### src/rtl/pipe_pkg.sv
// pipe_pkg
// Shared constants and types for the pipeline stage control block.
//   STAGES_DEF / DATA_W_DEF : default stage count and payload width
//   CNT_W_DEF               : default performance counter width
//   stage_idx_t             : index type covering the legal 2..8 stages
//   DBG_NIB_W / DBG_W       : valid_dbg nibble width and total width
package pipe_pkg;
    localparam int STAGES_DEF = 5;
    localparam int DATA_W_DEF = 171;
    localparam int CNT_W_DEF  = 32;
    localparam int DBG_NIB_W  = 4;
    localparam int DBG_W      = 32;

    typedef logic [2:0] stage_idx_t;
endpackage

### src/rtl/pipe_stage_reg.sv
// pipe_stage_reg
// One pipeline stage: its valid bit and its payload register.
// Ports:
//   clk, reset      : clock, asynchronous active-high reset
//   i_flush         : kill this stage's content; payload is held
//   i_allow_in      : stage may take a new valid/payload this cycle
//   i_inc           : upstream offers a payload this cycle
//   i_bus           : payload offered by upstream
//   o_valid, o_bus  : registered valid and payload
module pipe_stage_reg
    import pipe_pkg::*;
#(
    parameter int DATA_W = DATA_W_DEF
)(
    input  logic              clk,
    input  logic              reset,
    input  logic              i_flush,
    input  logic              i_allow_in,
    input  logic              i_inc,
    input  logic [DATA_W-1:0] i_bus,
    output logic              o_valid,
    output logic [DATA_W-1:0] o_bus
);

    logic              r_valid;
    logic [DATA_W-1:0] r_bus;

    // Flush wins over acceptance, so an incoming payload in a flushed cycle is dropped.
    always_ff @(posedge clk or posedge reset) begin
        if (reset) begin
            r_valid <= 1'b0;
            r_bus   <= '0;
        end else if (i_flush) begin
            r_valid <= 1'b0;
        end else if (i_allow_in) begin
            r_valid <= i_inc;
            if (i_inc) begin
                r_bus <= i_bus;
            end
        end
    end

    assign o_valid = r_valid;
    assign o_bus   = r_bus;

endmodule

### src/rtl/pipe_stage_ctrl.sv
// pipe_stage_ctrl
// N-stage pipeline handshake control plus the inter-stage payload registers.
// Optional performance counters are built when PIPE_PERF_EN is defined.
// Ports:
//   clk, reset        : clock, asynchronous active-high reset
//   in_valid/in_ready : source handshake into stage 0
//   stage_bus_in      : slot k is the payload latched into stage k
//   stage_over        : stage k finished its work this cycle
//   flush             : kill stage k's content this cycle
//   out_ready         : consumer after the last stage accepts
//   stage_valid       : registered valid per stage
//   stage_allow_in    : per-stage allow_in
//   stage_bus_r       : registered payload per stage
//   out_valid         : last stage hands off this cycle
//   valid_dbg         : {4{valid[k]}} per stage, stage 0 in the top used nibble
//   perf_retired/perf_stall/perf_flushed : counters (PIPE_PERF_EN only)
module pipe_stage_ctrl
    import pipe_pkg::*;
#(
    parameter int STAGES = STAGES_DEF,
    parameter int DATA_W = DATA_W_DEF,
    parameter int CNT_W  = CNT_W_DEF
)(
    input  logic                     clk,
    input  logic                     reset,
    input  logic                     in_valid,
    output logic                     in_ready,
    input  logic [STAGES*DATA_W-1:0] stage_bus_in,
    input  logic [STAGES-1:0]        stage_over,
    input  logic [STAGES-1:0]        flush,
    input  logic                     out_ready,
    output logic [STAGES-1:0]        stage_valid,
    output logic [STAGES-1:0]        stage_allow_in,
    output logic [STAGES*DATA_W-1:0] stage_bus_r,
    output logic                     out_valid,
    output logic [DBG_W-1:0]         valid_dbg
`ifdef PIPE_PERF_EN
    ,
    output logic [CNT_W-1:0]         perf_retired,
    output logic [CNT_W-1:0]         perf_stall,
    output logic [CNT_W-1:0]         perf_flushed
`endif
);

    if (STAGES < 2 || STAGES > 8) begin : g_bad_stages
        $error("pipe_stage_ctrl: STAGES must be in 2..8");
    end
    if (CNT_W < 1) begin : g_bad_cnt_w
        $error("pipe_stage_ctrl: CNT_W must be positive");
    end

    logic [STAGES-1:0] w_valid;
    logic [STAGES-1:0] w_fwd;
    logic [STAGES-1:0] w_inc;
    logic [STAGES-1:0] w_allow;

    assign w_fwd = w_valid & stage_over & ~flush;
    assign w_inc = {w_fwd[STAGES-2:0], in_valid & ~flush[0]};

    // Ready ripples from the consumer back towards stage 0. A flushed stage
    // always accepts so it never blocks the stage above it.
    always_comb begin : p_allow
        logic w_down;
        w_down  = out_ready;
        w_allow = '0;
        for (int k = STAGES - 1; k >= 0; k--) begin
            w_down     = ~w_valid[k] | flush[k] | (stage_over[k] & w_down);
            w_allow[k] = w_down;
        end
    end

    for (genvar k = 0; k < STAGES; k++) begin : g_stage
        pipe_stage_reg #(
            .DATA_W (DATA_W)
        ) u_stage_reg (
            .clk        (clk),
            .reset      (reset),
            .i_flush    (flush[k]),
            .i_allow_in (w_allow[k]),
            .i_inc      (w_inc[k]),
            .i_bus      (stage_bus_in[k*DATA_W +: DATA_W]),
            .o_valid    (w_valid[k]),
            .o_bus      (stage_bus_r[k*DATA_W +: DATA_W])
        );
    end

    always_comb begin
        valid_dbg = '0;
        for (int k = 0; k < STAGES; k++) begin
            valid_dbg[(STAGES-1-k)*DBG_NIB_W +: DBG_NIB_W] = {DBG_NIB_W{w_valid[k]}};
        end
    end

    assign in_ready       = w_allow[0];
    assign out_valid      = w_fwd[STAGES-1];
    assign stage_valid    = w_valid;
    assign stage_allow_in = w_allow;

`ifdef PIPE_PERF_EN
    logic [CNT_W-1:0] r_retired;
    logic [CNT_W-1:0] r_stall;
    logic [CNT_W-1:0] r_flushed;
    logic [CNT_W-1:0] w_flush_cnt;

    // Number of live stages discarded this cycle.
    always_comb begin
        w_flush_cnt = '0;
        for (int k = 0; k < STAGES; k++) begin
            w_flush_cnt = w_flush_cnt + CNT_W'(w_valid[k] & flush[k]);
        end
    end

    always_ff @(posedge clk or posedge reset) begin
        if (reset) begin
            r_retired <= '0;
            r_stall   <= '0;
            r_flushed <= '0;
        end else begin
            if (out_valid & out_ready) begin
                r_retired <= r_retired + CNT_W'(1);
            end
            if (in_valid & ~in_ready & ~flush[0]) begin
                r_stall <= r_stall + CNT_W'(1);
            end
            r_flushed <= r_flushed + w_flush_cnt;
        end
    end

    assign perf_retired = r_retired;
    assign perf_stall   = r_stall;
    assign perf_flushed = r_flushed;
`endif

endmodule

### config.mk
export PLATFORM = sky130hd
export DESIGN_NAME = pipe_stage_ctrl
export DESIGN_NICKNAME = d
export VERILOG_FILES = /design/src/rtl/pipe_pkg.sv /design/src/rtl/pipe_stage_reg.sv /design/src/rtl/pipe_stage_ctrl.sv
export SDC_FILE = /design/constraint.sdc
export NUM_CORES = 1
export LEC_CHECK = 0
export ABC_AREA = 1
export BUFFER_PORTS_ARGS = -buffer_cell sky130_fd_sc_hd__buf_2
export CORE_AREA = 4 4 685 687
export CTS_BUF_LIST = sky130_fd_sc_hd__clkbuf_8
export CTS_CLUSTER_SIZE = 28
export DETAILED_ROUTE_END_ITERATION = 16
export DIE_AREA = 0 0 689 691
export SYNTH_ARGS = -nofsm -noshare
export SYNTH_HDL_FRONTEND = slang
export SYNTH_SLANG_ARGS = --single-unit
export TNS_END_PERCENT = 10
### constraint.sdc
create_clock -name clk -period 32 [get_ports clk]
set_input_delay 1.6 -clock clk [delete_from_list [all_inputs] [get_ports clk]]
set_output_delay 1.6 -clock clk [all_outputs]
set_load 0.01 [all_outputs]
After elaboration in Yosys (flattened, before gate mapping)
Cells that the tools add are included.

Muxes and demuxes: 10. Bitwise gates (word level): 29. Reduce and logical (&&, ||, !) cells: 10.

Operators by type and width (number): $reduce_and A3 Y1 (5); $and A5 B5 Y5 (2); $mux W1 (10); $not A1 Y1 (10); $or A1 B1 Y1 (10); $reduce_bool A2 Y1 (5); $and A1 B1 Y1 (6); $not A5 Y5 (1).

Register bits after elaboration: 860. Bits of input ports: 869. Word-level logic and storage cells: 59.

Logic depth before layout (Yosys ltp)
Gate-level depths: netlist (run 1).

Depth in word-level cells: 13. Gate-level depth with buffers: 15. Mapped depth without buffers: 13.

Hierarchy
Synthesis (run 1) repeated with hierarchy kept, for this count alone.

Cell total of the unflattened synthesis: 3895. Area total of the unflattened synthesis: 35910.7 um^2.

Modules (own cells, without submodules): pipe_stage_reg (times used 5, cells each 766, area an instance 7104.3 um^2, sequential area each 4304.1 um^2); pipe_stage_ctrl (times used 1, cells each 65, area an instance 389.1 um^2, sequential area each 0.0 um^2).

Worst setup path before layout (run 1)
Ideal clock, no wire load.

Path type: input-to-output. Start point: in out_ready. End point: out stage_allow_in[0]. Arrival: 2.752 ns. Data required time: 30.400 ns. Slack: 27.648 ns. Cell stages on the path: 13. Path buffers: 3. Cells stage by stage: nand2_1 -> nand3_2 -> nand2_2 -> nand2_2 -> nand2_2 -> nand2_2 -> nand2_2 -> nand2_4 -> nand2_1 -> nand2_2 -> buf_4 -> buf_6 -> buf_4.

Cells in the longest elaborated chain, start to end: 10.

RTL lines: start: declaration (line pipe_stage_ctrl.sv:31) `input logic out_ready,`; $and A1 B1 Y1 (line pipe_stage_ctrl.sv:67) `w_down = ~w_valid[k] | flush[k] | (stage_over[k] & w_down);`; $or A1 B1 Y1 (line pipe_stage_ctrl.sv:67); named net g_stage[4].u_stage_reg.i_allow_in (line pipe_stage_reg.sv:18) `input logic i_allow_in,`; $and A1 B1 Y1 (line pipe_stage_ctrl.sv:67); $or A1 B1 Y1 (line pipe_stage_ctrl.sv:67); named net g_stage[3].u_stage_reg.i_allow_in (line pipe_stage_reg.sv:18); $and A1 B1 Y1 (line pipe_stage_ctrl.sv:67); $or A1 B1 Y1 (line pipe_stage_ctrl.sv:67); named net g_stage[2].u_stage_reg.i_allow_in (line pipe_stage_reg.sv:18); $and A1 B1 Y1 (line pipe_stage_ctrl.sv:67); $or A1 B1 Y1 (line pipe_stage_ctrl.sv:67); named net g_stage[1].u_stage_reg.i_allow_in (line pipe_stage_reg.sv:18); $and A1 B1 Y1 (line pipe_stage_ctrl.sv:67); $or A1 B1 Y1 (line pipe_stage_ctrl.sv:67); end: declaration (line pipe_stage_ctrl.sv:33) `output logic [STAGES-1:0] stage_allow_in,`.

The timed path passes the listed nets, and every way through them passes these cells.

==> results.yml, run 1 <==
final_layout:
  fillers: 53700
  layout-drive-gt1-share_pct: 44.9
  final_common_cell: "buf_2"
  final_cell_mix: "buf_2 (1755), nand2_1 (863), dfrtp_1 (860)"
  nets: 5977
  area_growth_pct: 58.0
  final_core_util_pct: 11.6
clock_network:
  cts_resized: 0
  cts-root-buf: "clkbuf_8"
  clk_pin_slew_ns: 0.06
  cts_num_sinks: 860
  insertion_delay_ns: 1.06
  cts_hold_buffers: 0
  cts_setup_buffers: 0
  cts_max_level: 4
  cts_buffers: 191
  cts_max_path_buffers: 4
  cts_tree: "built"
detailed_routing:
  drt_iter0_drc: 2268
  finalWirelength_um: 358000
  antenna_left: 0
  drc: 0
  vias_per_cell: 2.78
  num_vias: 32100
  first_pass_iters: 7
  wl_per_cell_um: 30.9
synthesis:
  syn_avg_cell_area_um2: 10.2
  syn-instance-count: 3348
  synth_top_family_by_area: "simple AND/OR/NAND/NOR gates"
  seq_area_frac_synth_pct: 63.1
  synth.area.mux_share_pct: 5.65
  synth_top_area_share_pct: 63.1
  ys_warn_count: 0
  yosysUniqueCellTypes: 23
  synth_area_mm2: 0.0341
  synthSimpleGateAreaFrac_pct: 12.4
  synthXorXnorAreaFrac_pct: 0
  synth_compound_area_share_pct: 8.66
  yosys.area_share.adder_pct: 0
  synth-seq-cells: 860
  yosys-top-cells-area: "dfrtp_1 (63%), nand2_1 (9.5%), inv_1 (5.7%), mux2_2 (5.6%), o21ai_0 (5.0%)"
  yosys.area.top_type: "dfrtp_1"
floorplanning:
  core-area_mm2: 0.463
  die_w_um: 689
  fp-row-count: 250
  ios: 1768
  die-area_mm2: 0.476
  initial_utilization_pct: 7.36
  die_y_um: 691
worst_setup_path:
  cp_num_buf_inv: 7
  cp_data_arrival_time_ns: 6.35
  crit_path_frequent_cell: "buf_4"
  worstPathMaxFanout: 105
  cpMaxStageDelayCell: "buf_4"
  start_kind: "input pin"
  required_ns: 32.94
  crit_path_end_kind: "async pin"
  critPathMaxStageDelay_ns: 0.85
  crit_family: "buffers and inverters"
  crit_chain: "buf_2, inv_8, buf_4, buf_4, buf_4, buf_4, buf_4"
  critPathKind: "in -> async"
job:
  maxCapViolCount: 0
sta:
  relSlewSlack_pct: 27.1
  fin_crit_sh_pct: 16.9
  hold-worst-slack_ns: 0.462
  hold_viol: 0
  max_freq_ghz: 0.185
  worstMarginPinSlew_ns: 1.09
  fin_crit_ns: 5.41
  setup_viol: 0
  fin_skew_ns: 0.118
  setup_tns_ns: 0
  rsz0062_at_grt: "false"
  slew_viol_final: 0
  finalWorstSetupSlack_ns: 26.59
grt:
  antenna_found_initial: 247
  grt.overflow.total: 0
  grt_pass1_vias: 31600
  grt_first_pass_wirelength_um: 429000
  grt_usage_pct: 14.5
  grt_max_degree: 209
worst_hold_path:
  min_path_type: "reg -> reg"
placed_design:
  post-place-ws_ns: 25.34
  post-dp-hpwl_um: 314000
  portBuffers: 1755
  gp_congestion: 0.966
pwr:
  p_total_mw: 3.43
  leakage_nw: 28.8
  power_density_mw_per_mm2: 63.8
  vdd_drop_max_v: 0.0000289
run_status:
  status: "completed"
==> path summary, 6_finish.rpt <==
check | slack [ns] | cells past startpoint | endpoint | start
setup / recovery | 26.59 | 7 | g_stage[0].u_stage_reg.o_bus[100] | reset
setup reg to reg | 27.41 | 10 | g_stage[1].u_stage_reg.o_bus[51] | g_stage[2].u_stage_reg.o_valid
min in group asynchronous | 0.79 | 2 | g_stage[4].u_stage_reg.o_bus[7] | reset
hold reg to reg | 0.46 | 2 | g_stage[0].u_stage_reg.o_bus[29] | g_stage[0].u_stage_reg.o_bus[29]
hold / removal | 0.46 | 2 | g_stage[0].u_stage_reg.o_bus[29] | g_stage[0].u_stage_reg.o_bus[29]
max in group clk | 26.61 | 9 | stage_allow_in[0] | g_stage[2].u_stage_reg.o_valid
==> cell type report <==
class	instances	area (um^2)	share of cell area, %
sequential	860	21500	39.9
multi-input combinational	1751	9200	17.1
timing repair buffer	1784	9050	16.8
tap	6174	7720	14.3
clock buffer	240	3300	6.13
inverter	520	1960	3.64
clock inverter	103	783	1.45
antenna	131	328	0.609
==> synth_stat cells <==
master	count
buf_2	73
buf_4	45
buf_6	50
clkbuf_1	60
conb_1	1
dfrtp_1	860
inv_1	519
inv_2	1
mux2_2	171
nand2_1	863
nand2_2	6
nand2_4	2
nand3_1	171
nand3_2	2
nand3_4	1
nand4_1	1
nor2_1	5
nor2_2	1
nor3_1	2
o21ai_0	343
o21ai_1	68
o21ai_2	102
or3b_1	1
==> per-stage QoR <==
step | instances | instance area, um^2
floorplan | 3359 | 34100
global placement | 11100 | 49500
detailed placement | 11100 | 49500
CTS | 11400 | 53500
global route | 11500 | 53600
finish | 11600 | 53900
==> state kept, by name, summed over array words and instances, names as in the netlist <==
signal                       cells
g_stage.u_stage_reg.o_valid      5
g_stage.u_stage_reg.o_bus      855
==> routing by layer <==
metal	vias up	share of wire, %	global-route usage [%]
met2	1644	45	22.9
li1	14100	-	-
met4	170	3.9	4.75
met5	-	0.32	0
met1	15600	36	15.2
met3	574	15	9.94
==> power by group <==
part	leakage, nW	switching [mW]	total, mW	internal (mW)
clock	2.31	0.612	1.37	0.757
combinational	15.2	0.537	0.743	0.206
sequential	11.3	0.0894	1.32	1.23
==> cell families after synthesis <==
| logic type | after synthesis |
|---|---|
| compound gates | 513 |
| buf+inv | 748 |
| flops | 860 |
| mux | 171 |
| other cells | 1 |
| simple gates | 1055 |
==> worst min-delay path: cells and delay by family (launching register included) <==
family        cells  cell delay [ns]
flops             1             0.33
simple gates      2             0.09
Note: power is estimated with default switching activity, not from simulation.
==> run 2, diff against run 1 <==
==> constraint.sdc (replaced) <==
create_clock -name clk -period 5.3 [get_ports clk]
set_input_delay 0.265 -clock clk [delete_from_list [all_inputs] [get_ports clk]]
set_output_delay 0.265 -clock clk [all_outputs]
set_load 0.01 [all_outputs]
==> run 2 against run 1 <==
Sequential share of layout area fell by 9.0 points; register-to-register slack got worse by 26 ns; clock power rose to 6.1 times the previous value; sequential cell count did not move; power rose to 6.4 times the previous value; clock skew rose by 0.0070 ns; cell area rose by 29%; first-iteration DRC count rose by 37%; cell count rose by 13%; hold slack got worse by 0.31 ns.
==> results.yml, run 2 (synthesized netlist as in run 1, its figures left out) <==
run_status:
  status: "completed"
sta:
  hold_viol: 0
  rsz0062_at_grt: "false"
  hold-worst-slack_ns: 0.148
  fin_crit_ns: 4.87
  slew_viol_final: 0
  relSlewSlack_pct: 29.3
  fin_skew_ns: 0.125
  worstMarginPinSlew_ns: 1.06
  finalWorstSetupSlack_ns: 0.432
  setup_viol: 0
  max_freq_ghz: 0.205
  fin_crit_sh_pct: 91.9
final_layout:
  final_common_cell: "buf_2"
  nets: 7531
  final_cells: 13100
  final_cell_area_mm2: 0.0695
  largest_reg_flops: 855
  fillers: 52500
  final_cell_mix: "buf_2 (1755), dlygate4sd3_1 (1541), nand2_1 (863)"
  final_core_util_pct: 15.0
  area_growth_pct: 104
  layout-drive-gt1-share_pct: 34.8
pwr:
  power_density_mw_per_mm2: 315
  vdd_drop_max_v: 0.000165
  leakage_nw: 35.2
clock_network:
  cts_max_level: 4
  cts_resized: 0
  cts_tree: "built"
  cts_buffers: 192
  cts-root-buf: "clkbuf_8"
  clk_pin_slew_ns: 0.07
  cts_num_sinks: 860
  cts_max_path_buffers: 4
  insertion_delay_ns: 1.04
worst_hold_path:
  min_path_type: "in -> reg"
placed_design:
  post-place-ws_ns: 1.39
  place_inst: 11100
  post-dp-hpwl_um: 312000
  portBuffers: 1755
  placed_area_mm2: 0.0497
  gp_congestion: 1.02
grt:
  antenna_found_initial: 302
  grt_first_pass_wirelength_um: 453000
  grt_pass1_vias: 39500
  grt_max_degree: 172
  grt.overflow.total: 0
  grt_usage_pct: 14.8
job:
  maxCapViolCount: 0
detailed_routing:
  drt-met1-wl_um: 132000
  wl_per_cell_um: 27.9
  wl_met2_um: 158000
  met3WireLength_um: 53900
  first_pass_iters: 6
  drt_iter0_drc: 3099
  antenna_left: 0
  num_vias: 38900
  finalWirelength_um: 367000
  top_layer_used: "met5"
  vias_per_cell: 2.97
  drc: 0
worst_setup_path:
  start_kind: "input pin"
  required_ns: 5.04
  reg2reg_slack_ns: 1.24
  crit_path_end_kind: "primary output"
  cp_data_arrival_time_ns: 4.60
  critPathKind: "in -> out"
  worstPathMaxFanout: 87
floorplanning:
  die_y_um: 691
  die-area_mm2: 0.476
  core-area_mm2: 0.463
  initial_utilization_pct: 7.36
  fp-row-count: 250
  die_w_um: 689
  ios: 1768
[run 2: cell types whose count changed in the layout (fill, tap and decap cells not counted)]
cell and change:
dlygate4sd3_1 +1541, clkinv_8 -4, inv_6 +1, clkbuf_8 -11, clkinvlp_4 +4, inv_12 +4, diode_2 +8, inv_1 -4
buf_12 +12, clkinv_2 -3, bufinv_16 +3
[run 2: per-stage QoR]
| step | power, mW | setup TNS, ns |
|---|---|---|
| final | 21.9 | 0 |
| after global routing | 23.1 | 0 |
| after CTS | 22.5 | 0 |
| after detailed placement | 12.7 | 0 |
| after global placement | 12.7 | 0 |
| after floorplan | 9.36 | -5835.08 |
[run 2: worst paths after layout]
path | startpoint | end | cells past startpoint
max in group asynchronous | reset | g_stage[0].u_stage_reg.o_bus[131] | 6
min | in_valid | g_stage[0].u_stage_reg.o_bus[85] | 6
max | stage_over[4] | stage_allow_in[0] | 16
min in group asynchronous | reset | g_stage[0].u_stage_reg.o_bus[15] | 4
min reg2reg | g_stage[0].u_stage_reg.o_bus[122] | g_stage[0].u_stage_reg.o_bus[122] | 2
max reg2reg | g_stage[4].u_stage_reg.o_valid | g_stage[0].u_stage_reg.o_bus[65] | 14
[run 2: routing by layer]
layer  global-route usage [%]  vias to the layer above
met2                     22.9                     2123
met4                     6.79                      150
met5                        0                        -
met3                     9.78                      800
li1                         -                    17200
met1                     15.6                    18600
[run 2: repair_timing]
item / in CTS / in global routing
hold endpoints to repair: 1174 / 0
buffers inserted: 0 / 0
hold buffers: 1541 / 0
[run 2: critical path: stages]
cell           delay, ns
dlygate4sd3_1       0.57
buf_2               0.13
nand2_1             0.04
dlygate4sd3_1       0.57
nand3_2             0.11
nand2_2             0.06
nand2_2             0.11
nand2_2             0.27
nand2_2             0.25
nand2_2             0.09
nand2_4             0.08
dlygate4sd3_1       0.57
nand2_1             0.14
nand2_8             0.18
buf_4               0.72
buf_2               0.28
[run 2: cell type report]
class	count	area [um^2]	area share (%)
clock buffer	229	3150	4.53
clock inverter	104	886	1.27
timing repair buffer	3337	24700	35.6
multi-input combinational	1751	9200	13.2
antenna	139	348	0.500
inverter	520	1960	2.81
tap	6174	7720	11.1
sequential	860	21500	31.0
[run 2: power by group]
part | internal (mW) | switching [mW]
sequential | 7.44 | 0.516
combinational | 2.02 | 3.58
clock | 4.57 | 3.76
total | 14.0 | 7.85
